<file path="config.mk">
export PLATFORM = sky130hd
export DESIGN_NAME = wb_arbiter
export DESIGN_NICKNAME = d
export VERILOG_FILES = /design/src/rtl/wb_arbiter_pkg.sv /design/src/rtl/wb_fifo.sv /design/src/rtl/wb_arbiter.sv
export SDC_FILE = /design/constraint.sdc
export NUM_CORES = 1
export LEC_CHECK = 0
export BUFFER_PORTS_ARGS = -buffer_cell sky130_fd_sc_hd__buf_2
export CORE_MARGIN = 3
export CORE_UTILIZATION = 30
export CTS_CLUSTER_SIZE = 12
export DETAILED_ROUTE_END_ITERATION = 10
export PLACE_DENSITY = 0.59
export SLEW_MARGIN = 20
export SYNTH_ARGS = -nofsm -noshare
export SYNTH_HDL_FRONTEND = slang
export SYNTH_SLANG_ARGS = --single-unit
</file>
<file path="constraint.sdc">
create_clock -name clk -period 2.86 [get_ports clk]
set_input_delay 0.286 -clock clk [delete_from_list [all_inputs] [get_ports clk]]
set_output_delay 0.286 -clock clk [all_outputs]
set_load 0.005 [all_outputs]
</file>
<file path="src/rtl/wb_arbiter_pkg.sv">
// Shared regfile write-port definitions: bus widths, the no-op register
// address, write-enable level, zero data word and the write payload type.
package wb_arbiter_pkg;

    localparam int unsigned RegAddrW = 5;
    localparam int unsigned DataW    = 32;

    localparam logic [RegAddrW-1:0] NOPRegAddr  = '0;
    localparam logic                WriteEnable = 1'b1;
    localparam logic [DataW-1:0]    ZeroWord    = '0;

    // One regfile write: destination register and data.
    typedef struct packed {
        logic [RegAddrW-1:0] addr;
        logic [DataW-1:0]    data;
    } wr_req_t;

endpackage

</file>
<file path="src/rtl/wb_fifo.sv">
// Buffer of pending secondary regfile writes.
// Each entry holds a valid bit plus address/data. Entries whose address
// matches inval_addr (when inval_en) are treated as invalid this cycle and
// cleared at the clock edge. hit1/hit2 report a valid entry matching a
// non-zero read address, using the post-invalidation view.
// Ports: clk, rst (sync, active-low), push/push_req, pop, inval_en/inval_addr,
//        raddr1/raddr2, head_valid/head_req, empty, full, hit1/hit2.
// The caller guarantees push only when !full and pop only when !empty.
module wb_fifo
    import wb_arbiter_pkg::*;
#(
    parameter int unsigned DEPTH = 2
) (
    input  logic                clk,
    input  logic                rst,
    input  logic                push,
    input  wr_req_t             push_req,
    input  logic                pop,
    input  logic                inval_en,
    input  logic [RegAddrW-1:0] inval_addr,
    input  logic [RegAddrW-1:0] raddr1,
    input  logic [RegAddrW-1:0] raddr2,
    output logic                head_valid,
    output wr_req_t             head_req,
    output logic                empty,
    output logic                full,
    output logic                hit1,
    output logic                hit2
);

    localparam int unsigned PtrW = (DEPTH > 1) ? $clog2(DEPTH) : 1;
    localparam int unsigned CntW = $clog2(DEPTH + 1);

    logic [DEPTH-1:0] valid_q;
    logic [DEPTH-1:0] valid_eff;
    wr_req_t          mem_q [DEPTH];
    logic [PtrW-1:0]  wr_ptr_q;
    logic [PtrW-1:0]  rd_ptr_q;
    logic [CntW-1:0]  count_q;

    // Same-cycle invalidation view and read-address matching.
    always_comb begin
        valid_eff = '0;
        hit1      = 1'b0;
        hit2      = 1'b0;
        for (int i = 0; i < int'(DEPTH); i++) begin
            valid_eff[i] = valid_q[i] && !(inval_en && (mem_q[i].addr == inval_addr));
            if (valid_eff[i] && (raddr1 != NOPRegAddr) && (mem_q[i].addr == raddr1)) begin
                hit1 = 1'b1;
            end
            if (valid_eff[i] && (raddr2 != NOPRegAddr) && (mem_q[i].addr == raddr2)) begin
                hit2 = 1'b1;
            end
        end
    end

    assign head_valid = valid_eff[rd_ptr_q];
    assign head_req   = mem_q[rd_ptr_q];
    assign empty      = (count_q == '0);
    assign full       = (count_q == CntW'(DEPTH));

    // Pointers, occupancy and valid bits; power-of-two depth wraps naturally.
    always_ff @(posedge clk) begin
        if (!rst) begin
            valid_q  <= '0;
            wr_ptr_q <= '0;
            rd_ptr_q <= '0;
            count_q  <= '0;
        end else begin
            valid_q <= valid_eff;
            if (pop) begin
                valid_q[rd_ptr_q] <= 1'b0;
                rd_ptr_q          <= rd_ptr_q + PtrW'(1);
            end
            if (push) begin
                valid_q[wr_ptr_q] <= 1'b1;
                wr_ptr_q          <= wr_ptr_q + PtrW'(1);
            end
            case ({push, pop})
                2'b10:   count_q <= count_q + CntW'(1);
                2'b01:   count_q <= count_q - CntW'(1);
                default: count_q <= count_q;
            endcase
        end
    end

    // Payload storage needs no reset: valid bits gate every use.
    always_ff @(posedge clk) begin
        if (push) begin
            mem_q[wr_ptr_q] <= push_req;
        end
    end

endmodule

</file>
<file path="src/rtl/wb_arbiter.sv">
// Regfile write-port arbiter: the pipeline write-back (primary) always wins
// the single port combinationally; secondary (multi-cycle unit) writes are
// buffered in wb_fifo and drained in idle cycles. A primary write invalidates
// older buffered writes to the same register.
// Ports: clk, rst (sync, active-low); pipe_we/pipe_waddr/pipe_wdata (primary);
//        sec_valid/sec_waddr/sec_wdata/sec_ready (secondary handshake);
//        we/waddr/wdata (regfile port); raddr1/raddr2 -> pend_hit1/pend_hit2
//        (read hits a pending buffered write); stall_req (drain request).
// Optional: define WB_ARB_STARVE_EN to enable the starvation counter that
// raises stall_req; otherwise stall_req is tied low.
module wb_arbiter
    import wb_arbiter_pkg::*;
#(
    parameter int unsigned FIFO_DEPTH   = 2,
    parameter int unsigned STARVE_LIMIT = 4
) (
    input  logic                clk,
    input  logic                rst,
    input  logic                pipe_we,
    input  logic [RegAddrW-1:0] pipe_waddr,
    input  logic [DataW-1:0]    pipe_wdata,
    input  logic                sec_valid,
    input  logic [RegAddrW-1:0] sec_waddr,
    input  logic [DataW-1:0]    sec_wdata,
    output logic                sec_ready,
    output logic                we,
    output logic [RegAddrW-1:0] waddr,
    output logic [DataW-1:0]    wdata,
    input  logic [RegAddrW-1:0] raddr1,
    input  logic [RegAddrW-1:0] raddr2,
    output logic                pend_hit1,
    output logic                pend_hit2,
    output logic                stall_req
);

    if (FIFO_DEPTH < 2 || (FIFO_DEPTH & (FIFO_DEPTH - 1)) != 0 || STARVE_LIMIT < 1) begin : g_bad_param
        $error("wb_arbiter: FIFO_DEPTH must be a power of two >= 2 and STARVE_LIMIT >= 1");
    end

    logic    prim_issue;
    logic    push;
    logic    pop;
    logic    head_issue;
    logic    head_valid;
    wr_req_t head_req;
    logic    fifo_empty;
    logic    fifo_full;
    logic    hit1;
    logic    hit2;

    assign prim_issue = rst && pipe_we && (pipe_waddr != NOPRegAddr);
    // Readiness uses registered occupancy only; a same-cycle pop does not help.
    assign sec_ready  = rst && !fifo_full;
    // Writes to r0 complete the handshake but are never stored.
    assign push       = sec_valid && sec_ready && (sec_waddr != NOPRegAddr);
    // Invalid heads are discarded even while the primary owns the port.
    assign pop        = rst && !fifo_empty && (!head_valid || !prim_issue);
    assign head_issue = pop && head_valid;

    assign pend_hit1  = rst && hit1;
    assign pend_hit2  = rst && hit2;

    wb_fifo #(
        .DEPTH (FIFO_DEPTH)
    ) u_fifo (
        .clk        (clk),
        .rst        (rst),
        .push       (push),
        .push_req   ('{addr: sec_waddr, data: sec_wdata}),
        .pop        (pop),
        .inval_en   (prim_issue),
        .inval_addr (pipe_waddr),
        .raddr1     (raddr1),
        .raddr2     (raddr2),
        .head_valid (head_valid),
        .head_req   (head_req),
        .empty      (fifo_empty),
        .full       (fifo_full),
        .hit1       (hit1),
        .hit2       (hit2)
    );

    // Port mux: primary first, then a valid buffered head.
    always_comb begin
        we    = 1'b0;
        waddr = NOPRegAddr;
        wdata = ZeroWord;
        if (prim_issue) begin
            we    = WriteEnable;
            waddr = pipe_waddr;
            wdata = pipe_wdata;
        end else if (head_issue) begin
            we    = WriteEnable;
            waddr = head_req.addr;
            wdata = head_req.data;
        end
    end

`ifdef WB_ARB_STARVE_EN
    localparam int unsigned StarveW = $clog2(STARVE_LIMIT + 1);

    logic [StarveW-1:0] starve_q;
    logic [StarveW-1:0] starve_d;
    logic               stall_q;

    // Count cycles a valid head loses to the primary; any pop or empty FIFO restarts it.
    always_comb begin
        starve_d = starve_q;
        if (pop || fifo_empty) begin
            starve_d = '0;
        end else if (head_valid && prim_issue && (starve_q < StarveW'(STARVE_LIMIT))) begin
            starve_d = starve_q + StarveW'(1);
        end
    end

    always_ff @(posedge clk) begin
        if (!rst) begin
            starve_q <= '0;
            stall_q  <= 1'b0;
        end else begin
            starve_q <= starve_d;
            stall_q  <= (starve_d == StarveW'(STARVE_LIMIT));
        end
    end

    assign stall_req = stall_q;
`else
    assign stall_req = 1'b0;
`endif

endmodule

</file>
* Word level (Yosys, flattened, before mapping)
Memories as Yosys holds them, arrays and structs flattened. A register that Yosys moved wholly into a read port is not among the register bits.
Index checks and enable logic that the tools add are counted.
** Operators by class
- Add/subtract/negate cells :: 4
- Order comparisons :: 4
- Equality and inequality tests :: 9
- Muxes and demuxes :: 24
- Bitwise operators :: 3
- Reductions and logical operators :: 37
** Operators with widths (number)
- $mux 32 :: 2
- $eq 5x5->1 :: 6
- $logic_and 1x1->1 :: 24
- $reduce_bool 5->1 :: 4
- $mux 1 :: 14
- $mux 5 :: 2
- $logic_not 1->1 :: 6
- $mux 2 :: 3
- $eq 2x2->1 const B :: 2
- $lt 1x2->1 const B :: 2
- $pmux 2 s2 :: 1
- $add 1x1->1 const B :: 2
- $add 2x1->2 const B :: 1
- $and 2x2->2 :: 1
- $demux 1 s1 :: 2
- $eq 2x1->1 const B :: 1
- $ge 1x1->1 const B :: 2
- $logic_not 2->1 :: 1
- $not 2->2 :: 1
- $or 2x2->2 :: 1
- $reduce_bool 2->1 :: 1
- $sub 2x1->2 const B :: 1
- $logic_or 1x1->1 :: 1
** Word-level totals
- Register bits :: 6
- RAM bits :: 74
- Input port bits :: 88
- Output and inout bits :: 42
- Word-level logic and storage cells :: 86
- Memories :: 1
** Memories
- u_fifo.mem_q :: words 2, width 37, rd ports 3, clocked after Yosys merged registers in 1, write ports 1, line wb_fifo.sv:36 : wr_req_t mem_q [DEPTH];

* Depth between registers and ports, before layout
- Depth after elaboration :: 14
- Mapped depth :: 8
- Gate-level depth less buffers :: 5

* By module
A second synthesis with hierarchy kept.
** Second synthesis, totals
- Cell total of the unflattened synthesis :: 345
- Area, all modules :: 4162.7 µm²
** By module, submodules not included
- wb_fifo :: instances 1, cells each 201, area an instance 3357.0 µm², seq. area each 2362.3 µm²
- wb_arbiter :: instances 1, cells each 144, area an instance 805.8 µm², seq. area each 0.0 µm²

* Least setup slack after synthesis
No wires, ideal clock.
- Path type :: input-to-output
- Start point :: input port pipe_waddr[1]
- End point :: output port waddr[0]
- Arrival time :: 1.906 ns
- Data required time :: 2.574 ns
- Slack :: 0.668 ns
- Stages on the path :: 7
- Path buffers :: 3
- Path through :: or4_4 > o21a_1 > buf_6 > or3_4 > buf_6 > buf_6 > o21ai_2
** On the way
- Cells in the longest elaborated chain, start to end :: 13
- Elaborated cells on any way between the ends :: 19
- Those cells by class :: eq/ne (2); mux (4); reduce/logical (13)
** Ends and longest elaborated chain
- start: declaration :: line wb_arbiter.sv:20 : input logic [RegAddrW-1:0] pipe_waddr,
- $reduce_bool 5->1 :: line wb_arbiter.sv:51 : assign prim_issue = rst && pipe_we && (pipe_waddr != NOPRegAddr);
- $logic_and 1x1->1 :: line wb_arbiter.sv:51
- $logic_and 1x1->1 :: line wb_fifo.sv:47 : valid_eff[i] = valid_q[i] && !(inval_en && (mem_q[i].addr == inval_addr));
- $logic_not 1->1 :: line wb_fifo.sv:47
- $logic_and 1x1->1 :: line wb_fifo.sv:47
- $mux 1 (not written as such) (2 in a row) :: line wb_fifo.sv:57 : assign head_valid = valid_eff[rd_ptr_q];
- $logic_not 1->1 :: line wb_arbiter.sv:57 : assign pop = rst && !fifo_empty && (!head_valid || !prim_issue);
- $logic_or 1x1->1 :: line wb_arbiter.sv:57
- $logic_and 1x1->1 :: line wb_arbiter.sv:57
- $logic_and 1x1->1 :: line wb_arbiter.sv:58 : assign head_issue = pop && head_valid;
- $mux 5 :: line wb_arbiter.sv:92 : end else if (head_issue) begin
- $mux 5 * :: line wb_arbiter.sv:88 : if (prim_issue) begin
- end: declaration :: line wb_arbiter.sv:27 : output logic [RegAddrW-1:0] waddr,
Every way passes the cells marked *; elsewhere a longest branch is shown, timed or not. The select of a mux whose other input is x is not followed.

* Worst setup path in the final report
- Start point :: input port pipe_waddr[1]
- End point :: output port waddr[4]
The elaborated chain is that of the path after synthesis.

==> results.tsv <==
stage	metric	value	unit
final_layout	n_diodes	0	
pwr	power share of the sequential group	49.1	%
sta	final worst slack	0.294	ns
sta	final setup violation count	0	
detailed_routing	Routed Antenna Nets	0	
logic_synthesis	top cell type's share of synthesized area	56.2	%
clock_network	CTS resizes	0	
setup_path	Setup crit start kind	primary input	
pwr	Sw Share	22.7	%
sta	TNS Setup	0	ns
clock_network	CTS Buf Count	9	
detailed_routing	via/cell ratio	4.70	
sta	slew margin rel.	43.6	%
detailed_routing	1st-iter DRT viols	125	
worst_hold_path	Hold Path Class	in -> reg	
detailed_routing	routed vias	2918	
detailed_routing	Routed wire per std cell	14.8	um
run	max-cap check violation count	0	
pwr	Gate power share	11.7	%
global_route	first-pass GRT wire length	14500	um
logic_synthesis	synthesis warning total	0	
setup_path	Worst EP arrival	2.28	ns
logic_synthesis	Post-Syn Instances	316	
sta	RSZ-0062 raised after global routing	no	
placement	dpl hpwl	6740	um
global_route	vias in the first global route	2950	
sta	fin crit period	2.57	ns
global_route	initial antenna violation count	0	
logic_synthesis	Synth Area per Inst	12.5	sq um
logic_synthesis	cell taking the most area after synthesis	edfxtp_1	
clock_network	H-tree depth	3	
logic_synthesis	Yosys cell types	37	
clock_network	Reg clk slew, reported paths	0.06	ns
clock_network	CTS tree	yes	
final_layout	Layout area overhead	27.7	%
clock_network	worst-skew pair later-pin latency	0.33	ns
setup_path	Setup CP Type	in -> out	
final_layout	layout cells sized above 1	38.5	%
setup_path	endpoint class of the critical path	primary output	
pwr	Cell Pwr Density	557	nW/um^2
global_route	GRT Resource Usage Total	12.8	%
pwr	VDD IR max	322	uV
setup_path	Max FO, Critical Path	37	
logic_synthesis	Post-Syn Area	3950	sq um
sta	worst clock skew	0.00587	ns
floorplanning	Core Area	12800	sq um
placement	pre-CTS setup slack	0.325	ns
clock_network	cts hold-fix bufs	0	
floorplanning	Initial Util	31.0	%
outcome	status	finished clean	
clock_network	CTS Buffer Depth	2	
sta	maximum clock frequency	390	MHz
pwr	P_int	2.17	mW
sta	Slew Viols, Final	0	
clock_network	clock sink count	81	
floorplanning	die width	121	um
logic_synthesis	Syn Nets	404	
floorplanning	Die Span Y	121	um
logic_synthesis	number of synthesized register bits	81	
setup_path	CP Data Required Time	2.57	ns
floorplanning	cell row count	41	
final_layout	fin nets	532	
final_layout	register area	2360	sq um
global_route	GRT overflow	0	
pwr	clock share of power	39.2	%
placement	Placer Congestion	0.878	
clock_network	CTS Root Cell	clkbuf_16	
detailed_routing	Detailed Route WL	9160	um
sta	fin crit share	89.7	%
final_layout	filler instances	1231	
floorplanning	Top Ports	130	
pwr	sw power	0.639	mW
clock_network	setup bufs post-CTS	0	
floorplanning	DIE AREA	14600	sq um
logic_synthesis	register area share after synthesis	59.7	%
placement	Port Buffer Count	128	
final_layout	area of the multi-input gates	1480	sq um
sta	worst slew pin tran	0.846	ns
global_route	largest net degree at the start of global routing	38	
sta	Hold Vio Cnt, Final	0	
final_layout	final core utilization	39.5	%
pwr	Static Leakage	1.93	nW
logic_synthesis	ranking of synthesized cells by area	edfxtp_1 56%, mux2i_1 9.4%, o21ai_2 4.9%	
detailed_routing	DRT Pass-1 Iters	4	
detailed_routing	# DRC	0	
-- cells by family (layout without fill, tap and decap cells) --
| group | Yosys count | after routing | share of synthesized area [%] |
|---|---|---|---|
| compound gates | 68 | 68 | 12.1 |
| xor+xnor | 30 | 30 | 6.65 |
| buf+inv | 20 | 153 | 2.94 |
| flops | 81 | 81 | 59.7 |
| mux | 37 | 37 | 9.37 |
| other cells | 1 | 1 | 0.0948 |
| simple gates | 79 | 79 | 9.11 |
-- through the flow --
step | power (mW) | hold slack, ns | cell area, sq um | cells
after floorplan | 1.59 | 0.385 | 3950 | 316
after global placement | 1.73 | 0.471 | 4760 | 605
after detailed placement | 1.74 | 0.477 | 4760 | 605
after CTS | 2.84 | 0.127 | 5050 | 621
after global routing | 2.94 | 0.130 | 5050 | 621
final | 2.81 | 0.145 | 5050 | 621
-- power groups by stage --
stage | Sequential (mW) | Combinational (mW) | Clock, mW
6_report | 1.38 | 0.329 | 1.10
5_1_grt | 1.39 | 0.369 | 1.18
4_1_cts | 1.38 | 0.336 | 1.13
3_5_place_dp | 1.41 | 0.334 | 0
3_3_place_gp | 1.41 | 0.328 | 0
2_1_floorplan | 1.39 | 0.199 | 0
-- worst paths after layout --
path                                        from                       endpoint  slack [ns]  cells after the start
setup / recovery                   pipe_waddr[1]                       waddr[4]        0.29                      6
hold / removal                     sec_wdata[11]  u_fifo.mem_q[0][11]$_DFFE_PP_        0.14                      1
setup reg to reg  u_fifo.count_q[1]$_SDFFE_PN0P_  u_fifo.mem_q[1][14]$_DFFE_PP_        0.86                      4
hold reg to reg     u_fifo.wr_ptr_q$_SDFFE_PN0P_   u_fifo.wr_ptr_q$_SDFFE_PN0P_        0.50                      2
-- flip-flops by register name, summed over array words and instances (netlist names), named ones only --
name and cells:
u_fifo.count_q 2, u_fifo.mem_q 74, u_fifo.rd_ptr_q 1, u_fifo.valid_q 2, u_fifo.wr_ptr_q 1
-- cells in the mapped netlist --
cell type   n
o21ai_1     8
o21ai_2    22
o211ai_1    3
and2_1      2
or3_4       1
or3_1       1
nand4_1     4
nand2b_1    1
nor2_1      8
dfxtp_1     7
o2111a_1    1
nand3_1     6
xor2_1     20
edfxtp_1   74
o211a_1     1
o2111ai_1   2
o21a_1      2
xnor2_1    10
a211oi_1    1
or4_4       1
o31a_1      2
nor3b_1     1
nor2b_1     1
o2bb2ai_1   1
o21ai_0    13
buf_6       5
mux2i_1    37
nand2_1    42
inv_1       4
a21oi_1    10
a2bb2oi_1   1
and3_1      1
nor3_1     10
buf_4       1
a2111o_1    1
clkbuf_1   10
conb_1      1
-- critical path, stage by stage --
cell	delay, ns
buf_2	0.13
or4_4	0.55
o21a_1	0.20
or3_4	0.63
o21ai_0	0.32
buf_2	0.16
-- final cells by class --
| type | instances | area share, % |
|---|---|---|
| clock buffer | 11 | 4.61 |
| clock inverter | 5 | 1.11 |
| multi-input combinational | 215 | 29.2 |
| inverter | 4 | 0.297 |
| tap | 172 | 4.26 |
| timing repair buffer | 133 | 13.7 |
| sequential | 81 | 46.8 |
-- placed cells by master, fill, tap and decap left out, drive strengths merged, types with 3 or more instances in the layout --
master	n
clkbuf	11
nand2	42
nand3	6
edfxtp	74
o211ai	3
nor3	10
xnor2	10
clkinv	3
xor2	20
a21oi	10
nor2	8
dfxtp	7
mux2i	37
o21ai	43
nand4	4
inv	4
buf	133
-- per-layer routing --
metal,track usage (%),share of wire (%),up-vias,wire length [um]
met3,3.46,6.9,10,634
li1,-,-,1430,-
met1,16.2,44,1368,4000
met4,4.39,1.1,0,101
met5,0,0,-,0
met2,21.3,48,110,4420
No activity file was read; power rests on OpenSTA's default activity.
